===== src/rtl/prediction_accuracy_monitor.sv =====
// Branch-prediction accuracy monitor: counts resolved branches, hits and mispredict
// streaks, and computes floor(100*hits/total) with a multi-cycle restoring divider.
module prediction_accuracy_monitor #(
    parameter int CNT_W    = 16,
    parameter int STREAK_W = 8
) (
    input  logic                clk,
    input  logic                rst,
    input  logic                br_valid,
    input  logic                prediction,
    input  logic                real_ton,
    input  logic                calc_req,
    output logic                calc_busy,
    output logic                pct_valid,
    output logic [6:0]          porcentaje_de_aciertos,
    output logic [CNT_W-1:0]    total_count,
    output logic [CNT_W-1:0]    hit_count,
    output logic [STREAK_W-1:0] miss_streak,
    output logic [STREAK_W-1:0] max_miss_streak,
    output logic                saturated
);

    localparam int NW = CNT_W + 7;
    localparam int IW = $clog2(NW);
    localparam logic [NW-1:0] HUNDRED = NW'(100);

    typedef enum logic [1:0] {S_IDLE, S_DIV, S_DONE} state_t;

    state_t              r_state;
    logic                r_busy;
    logic                r_pct_valid;
    logic [6:0]          r_pct;
    logic [CNT_W-1:0]    r_total;
    logic [CNT_W-1:0]    r_hit;
    logic [STREAK_W-1:0] r_streak;
    logic [STREAK_W-1:0] r_max;
    logic                r_sat;
    logic [NW-1:0]       r_num;
    logic [CNT_W:0]      r_rem;
    logic [CNT_W-1:0]    r_div;
    logic [IW-1:0]       r_iter;

    logic                w_hit;
    logic [CNT_W-1:0]    w_total_inc;
    logic [STREAK_W-1:0] w_streak_next;
    logic [NW-1:0]       w_num;
    logic [CNT_W+1:0]    w_rem_sh;
    logic [CNT_W:0]      w_rem_diff;
    logic                w_q_bit;
    logic [NW-1:0]       w_quot;

    assign w_hit       = (prediction == real_ton);
    assign w_total_inc = r_total + 1'b1;
    assign w_num       = NW'(r_hit) * HUNDRED;

    always_comb begin
        w_streak_next = r_streak;
        if (br_valid) begin
            if (w_hit)
                w_streak_next = '0;
            else if (r_streak != '1)
                w_streak_next = r_streak + 1'b1;
        end
    end

    always_ff @(posedge clk) begin
        if (rst) begin
            r_total  <= '0;
            r_hit    <= '0;
            r_streak <= '0;
            r_max    <= '0;
            r_sat    <= 1'b0;
        end else begin
            if (br_valid && !r_sat) begin
                r_total <= w_total_inc;
                r_sat   <= (w_total_inc == '1);
                if (w_hit)
                    r_hit <= r_hit + 1'b1;
            end
            // Streak tracking keeps running after the total/hit counters freeze.
            r_streak <= w_streak_next;
            if (w_streak_next > r_max)
                r_max <= w_streak_next;
        end
    end

    // Numerator doubles as the quotient register: one quotient bit shifts in per step.
    assign w_rem_sh   = {r_rem, r_num[NW-1]};
    assign w_q_bit    = (w_rem_sh >= {2'b00, r_div});
    assign w_rem_diff = w_rem_sh[CNT_W:0] - {1'b0, r_div};
    assign w_quot     = {r_num[NW-2:0], w_q_bit};

    always_ff @(posedge clk) begin
        if (rst) begin
            r_state     <= S_IDLE;
            r_busy      <= 1'b0;
            r_pct_valid <= 1'b0;
            r_pct       <= '0;
            r_num       <= '0;
            r_rem       <= '0;
            r_div       <= '0;
            r_iter      <= '0;
        end else begin
            r_pct_valid <= 1'b0;
            case (r_state)
                S_IDLE: begin
                    if (calc_req) begin
                        r_busy <= 1'b1;
                        if (r_total == '0) begin
                            r_state     <= S_DONE;
                            r_pct       <= '0;
                            r_pct_valid <= 1'b1;
                        end else begin
                            r_state <= S_DIV;
                            r_num   <= w_num;
                            r_div   <= r_total;
                            r_rem   <= '0;
                            r_iter  <= '0;
                        end
                    end
                end
                S_DIV: begin
                    r_num  <= w_quot;
                    r_rem  <= w_q_bit ? w_rem_diff : w_rem_sh[CNT_W:0];
                    r_iter <= r_iter + 1'b1;
                    if (r_iter == IW'(NW - 1)) begin
                        r_state     <= S_DONE;
                        r_pct       <= w_quot[6:0];
                        r_pct_valid <= 1'b1;
                    end
                end
                S_DONE: begin
                    r_state <= S_IDLE;
                    r_busy  <= 1'b0;
                end
                default: begin
                    r_state <= S_IDLE;
                    r_busy  <= 1'b0;
                end
            endcase
        end
    end

    assign calc_busy              = r_busy;
    assign pct_valid              = r_pct_valid;
    assign porcentaje_de_aciertos = r_pct;
    assign total_count            = r_total;
    assign hit_count              = r_hit;
    assign miss_streak            = r_streak;
    assign max_miss_streak        = r_max;
    assign saturated              = r_sat;

endmodule


===== config.mk =====
export PLATFORM = sky130hd
export DESIGN_NAME = prediction_accuracy_monitor
export DESIGN_NICKNAME = d
export VERILOG_FILES = /design/src/rtl/prediction_accuracy_monitor.sv
export SDC_FILE = /design/constraint.sdc
export NUM_CORES = 1
export LEC_CHECK = 0
export CORE_MARGIN = 2
export CORE_UTILIZATION = 45
export DETAILED_ROUTE_END_ITERATION = 6
export PLACE_DENSITY = 0.74
export SYNTH_ARGS = -nofsm -noshare
export SYNTH_HDL_FRONTEND = slang
export SYNTH_SLANG_ARGS = --single-unit

===== constraint.sdc =====
create_clock -name clk -period 3.9 [get_ports clk]
set_clock_uncertainty 0.1 [all_clocks]
set_input_delay 1.17 -clock clk [delete_from_list [all_inputs] [get_ports clk]]
set_output_delay 1.17 -clock clk [all_outputs]
set_load 0.005 [all_outputs]

* Yosys cells after proc, flatten, opt, wreduce, memory -nomap -nowiden *
Index checks and enable logic that the tools add are counted.

cells by class
  $add $sub $neg = 5
  multipliers = 1
  $lt $le $gt $ge = 2
  equal/unequal tests = 9
  mux-type cells = 27
  bitwise gates (word level) = 2
  reduce and logical (&&, ||, !) cells = 11

operator list
  cell                                                 number
  two-way mux 17 bit                                   3
  two-way mux 23 bit                                   2
  one-hot mux 23 bit (2 select lines)                  1
  one-hot mux 17 bit (2 select lines)                  1
  adder 16 x 1 -> 16 bit (second input constant)       2
  two-way mux 8 bit                                    3
  multiplier 16 x 5 -> 21 bit (second input constant)  1
  two-way mux 7 bit                                    3
  >= comparator 18 x 16 -> 1 bit                       1
  subtractor 17 x 16 -> 17 bit                         1
  == test 16 bit (second input constant)               1
  logical NOT 16 bit                                   1
  one-hot mux 7 bit (2 select lines)                   1
  two-way mux 5 bit                                    2
  one-hot mux 5 bit (2 select lines)                   1
  adder 8 x 1 -> 8 bit (second input constant)         1
  greater-than comparator 8 bit                        1
  != test 2 bit (second input constant)                4
  != test 8 bit (second input constant)                1
  two-way mux 2 bit                                    3
  AND reduction 2 bit                                  3
  AND reduction 3 bit                                  2
  adder 5 x 1 -> 5 bit (second input constant)         1
  == test 5 bit (second input constant)                1
  11 further kinds                                     16

word-level totals
  register bits = 121
  bits of input ports = 6
  output and inout bits = 58
  word-level logic and storage cells = 70

* Depth between registers and ports, before layout *
Gate-level depths: netlist (run 1).

  depth after elaboration = 5
  mapped depth = 14
  depth with buffers taken out = 14

* Worst setup path before layout (run 1) *
OpenSTA, ideal clock, no wires.

  path kind = input port to flip-flop
  from = in real_ton
  to = reg r_max[7] (netlist: max_miss_streak[7])
  library setup time = 0.128 ns
  arrival = 3.337 ns
  data required time = 3.672 ns
  setup slack = 0.335 ns
  stages on the path = 12
  path buffers = 2
  cells stage by stage = xnor2_1 and2_1 clkbuf_1 clkbuf_1 nor2_1 ha_1 a21o_1 a21oi_1 a21oi_1 o22ai_2 mux2i_1 nor2_1

between the ends
  longest elaborated chain between the ends = 4

ends and longest elaborated chain
  item                           line  source
  start: declaration             11    input logic real_ton,
  == test 1 bit                  52    assign w_hit = (prediction == real_ton);
  two-way mux 8 bit              59    if (w_hit)
  two-way mux 8 bit              58    if (br_valid) begin
  via w_streak_next[3]           45    logic [STREAK_W-1:0] w_streak_next;
  greater-than comparator 8 bit  82    if (w_streak_next > r_max)
  end signal: assignment         83    r_max <= w_streak_next;
  end: declaration               36    logic [STREAK_W-1:0] r_max;

The timed path passes the listed nets, and every way through them passes these cells.
A chain may end at the register's enable or synchronous reset.

* Worst setup path in the final report (run 1) *
  from = reg r_hit[7] (netlist: hit_count[7])
  to = reg r_num[16]

between the ends
  longest elaborated chain between the ends = 4

ends and longest elaborated chain
  item                                 line  source
  start: declaration                   34    logic [CNT_W-1:0] r_hit;
  start signal: assignment             78    r_hit <= r_hit + 1'b1;
  multiplier 16 x 5 -> 21 bit          54    assign w_num = NW'(r_hit) * HUNDRED;
  two-way mux 23 bit                   109   if (r_total == '0) begin
  two-way mux 23 bit                   107   if (calc_req) begin
  one-hot mux 23 bit (2 select lines)  105   case (r_state)
  end signal: assignment               115   r_num <= w_num;
  end signal: assignment               123   r_num <= w_quot;
  end: declaration                     38    logic [NW-1:0] r_num;

Every way passes these cells. The select of a mux whose other input is x is not followed.

==> results of run 1 <==
==> what timing repair did <==
item,CTS,global route
setup buffers,0,0
endpoints found under the setup margin,0,4
resized for setup,0,1
==> layout make-up <==
type / count / share of cell area
Multi-Input combinational cell: 641 / 0.5145
Sequential cell: 121 / 0.2718
Timing Repair Buffer: 81 / 0.08565
Clock buffer: 22 / 0.05322
Inverter: 85 / 0.03580
Tap cell: 220 / 0.03089
Clock inverter: 8 / 0.008144
==> power by group <==
group	internal [mW]	switching [mW]	total, mW
logic	0.161	0.224	0.384
registers	1.26	0.0275	1.29
clock network	0.913	0.549	1.46
total	2.33	0.800	3.13
==> cells in the mapped netlist (6+ instances only) <==
master	instances	area share
dfxtp_1	121	0.32
nor2_1	102	0.051
inv_1	85	0.043
ha_1	82	0.14
nand2_1	68	0.034
a21oi_1	43	0.029
xnor2_1	36	0.042
o21ai_0	33	0.022
xor2_1	28	0.033
clkbuf_1	25	0.013
nor3_1	23	0.015
mux2i_1	18	0.024
nand4_1	18	0.015
a22oi_1	15	0.015
o21a_1	15	0.015
a222oi_1	13	0.017
fa_1	12	0.032
nand3_1	12	0.0080
a211oi_1	11	0.011
and3_1	11	0.0092
a21o_1	10	0.010
or3_1	9	0.0075
o22ai_1	8	0.0067
a32oi_1	7	0.0082
buf_2	6	0.0040
nor2b_1	6	0.0050
==> through the flow <==
step	total power, mW	worst slack (ns)	std cells	hold slack (ns)	util
2_1_floorplan	1.580	0.3354	884	0.3363	-
3_3_place_gp	1.690	0.08372	1148	0.3428	0.5097
3_5_place_dp	1.694	-0.01818	1148	0.3496	0.5097
4_1_cts	3.161	0.2602	1178	0.3572	0.5430
5_1_grt	3.270	-0.03050	1178	0.3811	0.5431
6_report	3.135	0.2510	1178	0.3545	0.5431
==> worst min-delay path, delay by kind of cell, from the launching register on <==
| kind | cells | cell delay, ns |
|---|---|---|
| compound gates | 1 | 0.05 |
| flops | 1 | 0.31 |
| simple gates | 1 | 0.05 |
==> flip-flops by register name, summed over array words and instances, names as in the netlist, 5 cells and up <==
register                flops
r_div                      16
porcentaje_de_aciertos      7
r_num                      23
r_iter                      5
hit_count                  16
r_rem                      17
max_miss_streak             8
total_count                16
miss_streak                 8
==> routing by layer <==
metal	vias to the layer above	wire, microns	global-route usage
li1	3230	-	-
met1	2972	7618	0.2432
met2	123	8389	0.3463
met3	38	614	0.04291
met4	0	404	0.07706
met5	-	0	0
==> cell families (layout without fill, tap and decap cells) <==
kind of cell	Yosys count	after routing	share of synthesized area
adders and majority gates	94	94	0.1691
muxes	20	20	0.02708
DFF	121	121	0.3236
xor gates and xnor gates	64	64	0.07488
and+or+nand+nor	279	279	0.1740
buffers and inverters	122	196	0.06418
AOI/OAI and AO/OA	184	184	0.1671
==> final timing paths <==
kind | cells after the start | slack [ns] | start | endpoint
max | 13 | 0.25 | hit_count[7] | r_num[16]
min reg2reg | 2 | 0.35 | r_div[13] | r_div[13]
max reg2reg | 13 | 0.25 | hit_count[7] | r_num[16]
min | 2 | 0.35 | r_div[13] | r_div[13]
==> flow_metrics.tcl, run 1 <==
set metrics [dict create \
    status "finished with violations" \
    violations "design-rule violations" \
    cp-start-kind "flip-flop" \
    final_cell_mix "dfxtp_1, nor2_1, inv_1, ha_1, nand2_1" \
    initial_utilization 0.4563 \
    synth_area_sq_um 7486 \
    io_pins 64 \
    drive_above_1_share 0.06159 \
    slew_violations 0 \
    p_per_area_nw_per_um2 351.8 \
    cp_slowest_stage_delay_ns 0.50 \
    synth.distinct_cells 61 \
    multiInputGateArea_sq_um 4584 \
    grt_pass1_wl_microns 29140 \
    drt_first_pass_iters 7 \
    numCtsBuffers 17 \
    endpoint_kind "flip-flop" \
    setup_violations 0 \
    grt_overflow 0 \
    avgRoutedWirePerCell_microns 14.45 \
    worstPathArrival_ns 3.82 \
    h-tree-depth 4 \
    die_w_microns 133.0 \
    regArea_sq_um 2422 \
    ys_ff_latch 121 \
    grt_pass1_vias 6163 \
    final_cell_area_sq_um 8911 \
    yosysSeqAreaShare 0.3236 \
    synth_ff_type "dfxtp_1" \
    peakVddDrop_uv 263.8 \
    ys_warn_count 0 \
    crit_required_ns 4.07 \
    async_flop_share 0 \
    drc 12 \
    maxCapViolations 0 \
    criticalPathCategory "reg -> reg" \
    relSlewSlack 0.5213 \
    core_sq_um 16410 \
    syn_to_final_growth_pct 19.04 \
    hold_violations 0 \
    fillers 1487 \
    antennaDiodeCount 0 \
    place_hpwl_microns 12470 \
    die_y_microns 133.0 \
    p_leak_nw 3.678 \
    fin_nets 1047 \
    cts_root_buffer "clkbuf_16" \
    min_period_over_period 0.9356 \
    drt_wl_total_microns 17030 \
    crit_slowest_cell "fa_1" \
    grt.total_usage 0.2002 \
    cp_common_cell "ha_1" \
    cts_tree "done" \
    syn_inst 884 \
    dpl-instance-area_sq_um 8363 \
    gp_congestion 0.8941 \
    clkSinkCount 121 \
    clk_pin_slew_ns 0.06 \
    syn_nets 984 \
    grt_max_degree 68 \
    ctsLongestPathBuffers 2 \
    crit_buf_inv 2 \
    drtIter0Drc 384 \
    clkLatencyLatePin_ns 0.42 \
    fmax_mhz 274.0 \
    synth_edf_count 0 \
    finalCriticalPeriod_ns 3.649 \
    antenna_left 0 \
    setup_tns_ns 0 \
    cp_cell_sequence "ha_1, ha_1, inv_1, fa_1, inv_1, ha_1, a2111oi_1, o21ai_0, a31oi_1, o21ba_2, xnor2_1, a222oi_1, nor2_1" \
    num_vias 6363 \
    final_common_cell "dfxtp_1" \
    syn_area_per_cell_sq_um 8.468 \
    tightest_slew_ns 0.7180 \
    hp-class "reg -> reg" \
    crit_fanout 5 \
    row_count 47 \
    holdBufCountCts 0 \
    antenna_found_initial 0 \
    vias_per_cell 5.402 \
    numPortBuffers 63 \
    die_area_sq_um 17680 \
    cpLargestDelayFamily "adder cells" \
]
No activity file was read; power rests on OpenSTA's default activity.
==> run 2, diff against run 1 <==
HOLD_SLACK_MARGIN = 0.1   (was default)
==> results of run 2 <==
No change in the layout: final DEF, timing and power equal those of run 1.
